`config.mk`:
```
export PLATFORM = sky130hd
export DESIGN_NAME = mem_stage
export DESIGN_NICKNAME = d
export VERILOG_FILES = /design/src/rtl/mem_stage_pkg.sv /design/src/rtl/mem_stage_sram_controller.sv /design/src/rtl/mem_stage.sv
export SDC_FILE = /design/constraint.sdc
export NUM_CORES = 1
export LEC_CHECK = 0
export ABC_AREA = 1
export BUFFER_PORTS_ARGS = -buffer_cell sky130_fd_sc_hd__buf_2
export CAP_MARGIN = 0
export CORE_MARGIN = 2
export CORE_UTILIZATION = 50
export CTS_CLUSTER_DIAMETER = 200
export DETAILED_ROUTE_END_ITERATION = 10
export PLACE_DENSITY = 0.89
export SLEW_MARGIN = 20
export SYNTH_ARGS = -nofsm -noshare
export SYNTH_HDL_FRONTEND = slang
export SYNTH_HIERARCHICAL = 1
export SYNTH_SLANG_ARGS = --single-unit
export TNS_END_PERCENT = 1
```
`constraint.sdc`:
```
create_clock -name clk -period 3.45 [get_ports clk]
set_input_delay 0.5175 -clock clk [delete_from_list [all_inputs] [get_ports clk]]
set_output_delay 0.5175 -clock clk [all_outputs]
set_load 0.005 [all_outputs]
```
`src/rtl/mem_stage_pkg.sv`:
```
// Shared types and defaults for the memory stage.
// Optional build macro: MEM_ADDR_CHECK_EN.
package mem_stage_pkg;

  typedef enum logic [1:0] {
    S_IDLE = 2'd0,
    S_LOW  = 2'd1,
    S_HIGH = 2'd2,
    S_DONE = 2'd3
  } state_e;

  localparam int unsigned DEF_BASE_ADDR   = 1024;
  localparam int unsigned DEF_WAIT_CYCLES = 5;
  localparam int unsigned DEF_SRAM_AW     = 18;

endpackage

```
`src/rtl/mem_stage_sram_controller.sv`:
```
// Word access over a 16-bit async SRAM as two half-word phases.
// Build macro MEM_ADDR_CHECK_EN enables out-of-range rejection.
module sram_controller
  import mem_stage_pkg::*;
#(
  parameter int unsigned BASE_ADDR   = DEF_BASE_ADDR,
  parameter int unsigned WAIT_CYCLES = DEF_WAIT_CYCLES,
  parameter int unsigned SRAM_AW     = DEF_SRAM_AW
) (
  input  logic               i_clk,
  input  logic               i_rst,
  input  logic               i_req,
  input  logic               i_we,
  input  logic [31:0]        i_addr,
  input  logic [31:0]        i_wdata,
  output logic               o_ready,
  output logic [31:0]        o_mem_data,
  output logic               o_addr_err,
  output logic [SRAM_AW-1:0] o_sram_addr,
  output logic [15:0]        o_sram_dq_out,
  input  logic [15:0]        i_sram_dq_in,
  output logic               o_sram_dq_oe,
  output logic               o_sram_we_n
);

  localparam logic [2:0] LAST = 3'(WAIT_CYCLES - 1);

  state_e             r_state;
  logic [2:0]         r_cnt;
  logic [15:0]        r_lo;
  logic               r_ready;
  logic               r_addr_err;
  logic [31:0]        r_mem_data;
  logic [SRAM_AW-1:0] r_sram_addr;
  logic [15:0]        r_dq_out;
  logic               r_dq_oe;
  logic               r_we_n;

  logic [SRAM_AW-2:0] w_word;
  logic               w_last;
  logic               w_err;
  logic [2:0]         w_cnt_nx;

  assign w_word = (SRAM_AW-1)'(
    (i_addr - 32'(BASE_ADDR)) >> 2);
  assign w_last   = (r_cnt == LAST);
  assign w_cnt_nx = r_cnt + 3'd1;

`ifdef MEM_ADDR_CHECK_EN
  logic [31:0] w_off;
  assign w_off = i_addr - 32'(BASE_ADDR);
  assign w_err = (i_addr < 32'(BASE_ADDR))
               | (|i_addr[1:0])
               | (|w_off[31:SRAM_AW+1]);
`else
  assign w_err = 1'b0;
`endif

  // Access sequencer; every SRAM pin is registered so it is glitch-free.
  always_ff @(posedge i_clk) begin
    if (i_rst) begin
      r_state     <= S_IDLE;
      r_cnt       <= 3'd0;
      r_lo        <= 16'd0;
      r_ready     <= 1'b0;
      r_addr_err  <= 1'b0;
      r_mem_data  <= 32'd0;
      r_sram_addr <= '0;
      r_dq_out    <= 16'd0;
      r_dq_oe     <= 1'b0;
      r_we_n      <= 1'b1;
    end else begin
      r_ready <= 1'b0;
      unique case (r_state)
        S_IDLE: begin
          if (i_req && w_err) begin
            r_state    <= S_DONE;
            r_ready    <= 1'b1;
            r_addr_err <= 1'b1;
            if (!i_we) r_mem_data <= 32'd0;
          end else if (i_req) begin
            r_state     <= S_LOW;
            r_cnt       <= 3'd0;
            r_sram_addr <= {w_word, 1'b0};
            r_dq_oe     <= i_we;
            r_we_n      <= ~i_we;
            if (i_we) r_dq_out <= i_wdata[15:0];
          end
        end
        S_LOW: begin
          if (w_last) begin
            r_state     <= S_HIGH;
            r_cnt       <= 3'd0;
            r_sram_addr <= {w_word, 1'b1};
            r_we_n      <= ~i_we;
            if (i_we) r_dq_out <= i_wdata[31:16];
            else      r_lo     <= i_sram_dq_in;
          end else begin
            r_cnt  <= w_cnt_nx;
            r_we_n <= ~i_we | (w_cnt_nx == LAST);
          end
        end
        S_HIGH: begin
          if (w_last) begin
            r_state <= S_DONE;
            r_ready <= 1'b1;
            r_dq_oe <= 1'b0;
            r_we_n  <= 1'b1;
            if (!i_we) r_mem_data <= {i_sram_dq_in, r_lo};
          end else begin
            r_cnt  <= w_cnt_nx;
            r_we_n <= ~i_we | (w_cnt_nx == LAST);
          end
        end
        S_DONE: begin
          r_state    <= S_IDLE;
          r_addr_err <= 1'b0;
        end
      endcase
    end
  end

  assign o_ready       = r_ready;
  assign o_addr_err    = r_addr_err;
  assign o_mem_data    = r_mem_data;
  assign o_sram_addr   = r_sram_addr;
  assign o_sram_dq_out = r_dq_out;
  assign o_sram_dq_oe  = r_dq_oe;
  assign o_sram_we_n   = r_we_n;

endmodule

```
`src/rtl/mem_stage.sv`:
```
// MEM pipeline stage: pass-through, stall and SRAM access wrapper.
// Build macro MEM_ADDR_CHECK_EN enables out-of-range rejection.
module mem_stage
  import mem_stage_pkg::*;
#(
  parameter int unsigned BASE_ADDR   = DEF_BASE_ADDR,
  parameter int unsigned WAIT_CYCLES = DEF_WAIT_CYCLES,
  parameter int unsigned SRAM_AW     = DEF_SRAM_AW
) (
  input  logic               clk,
  input  logic               rst,
  input  logic               wb_en_in,
  input  logic               mem_r_en_in,
  input  logic               mem_w_en_in,
  input  logic [31:0]        alu_result_in,
  input  logic [31:0]        val_rm,
  input  logic [3:0]         dest_in,
  output logic               wb_en,
  output logic               mem_r_en,
  output logic [31:0]        alu_result,
  output logic [31:0]        mem_data,
  output logic [3:0]         dest,
  output logic               freeze,
  output logic               ready,
  output logic               addr_err,
  output logic [SRAM_AW-1:0] sram_addr,
  output logic [15:0]        sram_dq_out,
  input  logic [15:0]        sram_dq_in,
  output logic               sram_dq_oe,
  output logic               sram_we_n
);

  logic w_req;
  logic w_ready;

  assign w_req = mem_r_en_in | mem_w_en_in;

  sram_controller #(
    .BASE_ADDR  (BASE_ADDR),
    .WAIT_CYCLES(WAIT_CYCLES),
    .SRAM_AW    (SRAM_AW)
  ) u_ctrl (
    .i_clk        (clk),
    .i_rst        (rst),
    .i_req        (w_req),
    .i_we         (mem_w_en_in),
    .i_addr       (alu_result_in),
    .i_wdata      (val_rm),
    .o_ready      (w_ready),
    .o_mem_data   (mem_data),
    .o_addr_err   (addr_err),
    .o_sram_addr  (sram_addr),
    .o_sram_dq_out(sram_dq_out),
    .i_sram_dq_in (sram_dq_in),
    .o_sram_dq_oe (sram_dq_oe),
    .o_sram_we_n  (sram_we_n)
  );

  assign wb_en      = wb_en_in;
  assign mem_r_en   = mem_r_en_in;
  assign alu_result = alu_result_in;
  assign dest       = dest_in;
  assign ready      = w_ready;
  assign freeze     = w_req & ~w_ready;

endmodule
```
### Yosys cells after proc, flatten, opt, wreduce, memory -nomap -nowiden

Index checks and enable logic that the tools add are counted.

* register bits: 90
* bits in latches: 0
* bits in writable memories: 0
* bits in read-only memories: 0
* word-level logic and storage cells: 65
* memories: 0

* add/subtract/negate cells: 2
* $mul: 0
* divide/modulo/power cells: 0
* $lt $le $gt $ge: 0
* eq/ne operators: 11
* shift operators: 0
* mux-type cells: 24
* bitwise gates (word level): 6
* reductions and logical operators: 13

Operators by type and width (number)
* $mux 16: 4
* $mux 18: 2
* $pmux 18 s2: 1
* $pmux 16 s2: 1
* $sub 19x11->19 const B: 1
* $reduce_and 3->1: 6
* $mux 3: 3
* $pmux 3 s3: 1
* $ne 2x2->1 const B: 4
* $pmux 2 s4: 1
* $eq 3x3->1 const B: 2
* $mux 1: 6
* $mux 2: 3
* $reduce_and 5->1: 1
* $eq 2x2->1 const B: 2
* $ne 2x1->1 const B: 2
* $reduce_bool 2->1: 2
* $add 3x1->3 const B: 1
* $not 1->1: 3
* $pmux 1 s3: 1
* $reduce_bool 3->1: 1
* $eq 2x1->1 const B: 1
* $logic_not 2->1: 1
* $or 1x1->1: 2
* other kinds (4): 4

### Logic depth before layout (Yosys ltp)

* depth after elaboration: 5
* mapped depth: 11

### Hierarchy

The synthesis kept the hierarchy.

Modules (own cells, without submodules)
* sram_controller: instances 1, cells each 532, area an instance 3811.2 um2
* mem_stage: instances 1, cells each 41, area an instance 299.0 um2

### Least setup slack after synthesis

OpenSTA, ideal clock, no wires.

* path type: flip-flop to flip-flop
* start point: register u_ctrl.r_state[1]
* end point: register u_ctrl.r_lo[10]
* setup time: 0.116 ns
* data arrival time: 1.400 ns
* data required time: 3.334 ns
* setup slack: 1.934 ns
* stages on the path, launching flop included: 10
* clock period less this slack: 1.516 ns
* path through: dfxtp_1 -> inv_1 -> ha_1 -> buf_4 -> inv_4 -> nor3_4 -> inv_2 -> buf_2 -> nor2_1 -> nor2_1

* word-level cells in the longest chain between the ends: 2

Ends and longest elaborated chain
* start, declared: RTL line mem_stage_sram_controller.sv:28 `state_e r_state;`
* start signal, assigned: RTL line mem_stage_sram_controller.sv:62 `r_state <= S_IDLE;`
* start signal, assigned: RTL line mem_stage_sram_controller.sv:77 `r_state <= S_DONE;`
* start signal, assigned: RTL line mem_stage_sram_controller.sv:82 `r_state <= S_LOW;`
* $eq 2x1->1: RTL line mem_stage_sram_controller.sv:74 `unique case (r_state)`
* $reduce_and 3->1 (no source line)
* end signal, assigned: RTL line mem_stage_sram_controller.sv:97 `else r_lo <= i_sram_dq_in;`
* end, declared: RTL line mem_stage_sram_controller.sv:30 `logic [15:0] r_lo;`

No other way between the ends.
A chain may end at the register's enable or synchronous reset.

### Final worst setup path

* start point: register u_ctrl.r_state[1]
* end point: register u_ctrl.r_dq_out[12], in the netlist u_ctrl/o_sram_dq_out[12]

* word-level cells in the longest chain between the ends: 3
* elaborated cells on any way between the ends: 9
* classes of those cells: eq/ne: 5; mux: 1; reduce/logical: 3

Ends and longest elaborated chain
* $eq 2x1->1 / $logic_not 2->1 (equally long branches): RTL line mem_stage_sram_controller.sv:74
* $ne 2x1->1 (no source line) (tied with other cells)
* $reduce_and 5->1 (no source line)
* end signal, assigned: RTL line mem_stage_sram_controller.sv:87 `if (i_we) r_dq_out <= i_wdata[15:0];`
* end signal, assigned: RTL line mem_stage_sram_controller.sv:96 `if (i_we) r_dq_out <= i_wdata[31:16];`
* end, declared: RTL line mem_stage_sram_controller.sv:35 `logic [15:0] r_dq_out;`

Parallel ways exist; a longest one is shown, timed or not.

==> metrics.yaml <==
die:
  die-width_um: 94.7
  die_area_um2: 8960
  coreArea_um2: 8090
  initial_core_util_pct: 50.8
  ios: 198
  dieHeight_um: 94.7
  rows: 33
detailed_routing:
  routed_wl_um: 9690
  drtIter0Drc: 123
  antenna_left: 0
  vias: 3974
  drc: 0
  wire_per_inst_um: 12.4
  avgViaCountPerCell: 5.07
  dr.pass1.iters: 5
finish:
  fin_nets: 773
  n_antenna_cell: 0
  final_util_pct: 59.5
  area_growth_pct: 17.2
  layout-drive-gt1-share_pct: 27.1
timing:
  fin_tns_setup_ns: 0
  rsz0062_at_grt: "false"
  period_share_pct: 80.1
  whs_ns: 0.414
  finClkSkew_ns: 0.00865
  max_slew.worst_pin.slew_ns: 0.966
  max-slew-margin-rel_pct: 35.5
  min_period_ns: 2.76
  fmax_ghz: 0.362
  drv_slew: 0
  setup-violations-final: 0
  hold_viol: 0
pwr:
  combPwrFrac_pct: 35.0
  power_switching_uw: 1140
  peakVddDrop_uv: 310
  static-leakage-power_uw: 0.00256
  clkPwrFrac_pct: 24.6
  sw_frac_of_total_pct: 36.3
  seqPwrFrac_pct: 40.4
  p_per_area_nw_per_um2: 653
  p_int_uw: 2010
logic_synthesis:
  synthArstFlopShare_pct: 0
  yosysWarningCount: 6
  synth_seq_cells: 90
  synthFlopType: "dfxtp_1"
  synth_area_um2: 4110
  ys_types: 32
  synth-edff-count: 0
  synthesis.instances: 573
  syn_avg_cell_area_um2: 7.17
  synth_area_leaders: "dfxtp_1, nand2_1, nor2_1"
  synth_top_area_share_pct: 43.8
  syn_nets: 671
  yosysTopAreaCell: "dfxtp_1"
  yosys.cell_count.top_type: "nand2_1"
  ys_seq_area_share_pct: 43.8
  synth_common_cells: "nand2_1, nor2_1, dfxtp_1, o21ai_0, buf_4"
clock_network:
  numCtsBuffers: 9
  holdBufCountCts: 0
  insertion_delay_ns: 0.34
  htreeDepth: 3
  clk_path_buf_depth: 2
  cts.sinks: 90
  clock_tree.root_cell: "clkbuf_8"
  cts_tree: "built"
  path_clk_slew_ns: 0.09
  cts.repair.resized: 0
  cts_setup_buffers: 0
placed_design:
  gp_congestion: 0.866
  port_buffers: 156
  place_hpwl_um: 6890
grt:
  first_global_vias: 3526
  antenna_found_initial: 0
  grt_max_degree: 53
  grtUsageTotal_pct: 20.6
  grt_pass1_wl_um: 15000
  grt_overflow: 0
critical_path:
  cp.arrival_ns: 3.03
  required_ns: 3.72
  crit_chain: "inv_1 -> ha_1 -> inv_4 -> nand2_2 -> nand3_2 -> inv_2 -> nand3_1 -> a21oi_1"
  end_kind: "flop"
  worst_path_max_delay_cell: "ha_1"
  crit_path_max_incr_delay_ns: 0.70
  start_kind: "flop"
  path_class: "flop to flop"
  path_max_fanout: 32
worst_hold_path:
  hold_path_class: "primary input to flop"
status:
  status: "finished, final reports clean"
flow_run:
  maxCapViolCount: 0
-- power by group through the flow --
stage / clock network, µW / registers (µW) / logic [µW]
2_1_floorplan: 0 / 1300 / 847
3_3_place_gp: 0 / 1290 / 1040
3_5_place_dp: 0 / 1300 / 1090
4_1_cts: 793 / 1270 / 1090
5_1_grt: 837 / 1290 / 1240
6_report: 774 / 1270 / 1100
-- state kept, by name, indices dropped and copies added, names as in the netlist, 2 cells and up --
signal and count:
u_ctrl/o_sram_dq_out 16, u_ctrl/r_lo 16, u_ctrl/o_sram_addr 18, u_ctrl/r_cnt 3
u_ctrl/r_state 2, u_ctrl/o_mem_data 32
-- layout by cell type, fill, tap and decap left out, types with 2 or more instances in the layout --
master     Yosys  final
nand4_1        2      2
nand2_2        2      2
inv_2          2      2
ha_1           9      9
nor2_2         2      2
inv_1         29     29
nand2_1      122    122
buf_2         10    156
a21oi_1       38     38
nand3_1       25     25
nor2_1       116    116
o21ai_1        5      5
o21ai_0       49     49
nand3_2        2      2
dfxtp_1       90     90
bufinv_16      0      2
clkbuf_8       0     10
buf_4         44      2
-- worst paths after layout --
kind,start,to,slack [ns],cells past startpoint
worst min-delay path,sram_dq_in[2],u_ctrl/r_lo[2],0.41,3
worst max-delay path,u_ctrl/r_state[1],u_ctrl/o_sram_dq_out[12],0.69,8
worst max register to register,u_ctrl/r_state[1],u_ctrl/o_sram_dq_out[12],0.69,8
worst min register to register,u_ctrl/o_sram_addr[5],u_ctrl/o_sram_addr[5],0.47,2
-- cells by family after synthesis --
family / count (synthesis) / synth area share (%)
and+or+nand+nor: 277 / 27.6
DFF: 90 / 43.8
AOI/OAI and AO/OA: 94 / 11.6
xor gates and xnor gates: 2 / 0.426
adders and majority gates: 9 / 2.74
other: 1 / 0.0912
buffers and inverters: 100 / 13.7
-- critical path: cells and delay by family (launching register included) --
kind | cells | cell delay [ns]
buffers and inverters | 3 | 0.85
adders and majority gates | 1 | 0.70
AOI/OAI and AO/OA | 1 | 0.17
DFF | 1 | 0.34
and+or+nand+nor | 3 | 0.62
-- cell type report --
| cell class | instances | area (µm²) |
|---|---|---|
| fillers | 723 | 3270 |
| inverters | 33 | 126 |
| clock buffers | 11 | 141 |
| well taps | 105 | 131 |
| multi-input cells | 383 | 1750 |
| flip-flops and latches | 90 | 1800 |
| clock inverters | 4 | 76.3 |
| repair buffers | 158 | 796 |
-- routing by layer --
| metal | vias up | GRT usage, % | routed length (µm) |
|---|---|---|---|
| met5 | - | 0 | 0 |
| met4 | 0 | 8.33 | 210 |
| met3 | 23 | 5.27 | 854 |
| met2 | 187 | 36.7 | 4660 |
| met1 | 1792 | 23.5 | 3970 |
| li1 | 1972 | - | - |
-- stage by stage --
stage	cells	power [µW]	setup slack [ns]	cell area [µm²]
floorplan	573	2150	1.93	4110
global placement	769	2330	0.882	4600
detailed placement	769	2390	0.749	4600
CTS	784	3160	0.722	4820
global route	784	3370	0.467	4820
finish	784	3150	0.688	4820
Power figures use the tool's default switching activity.
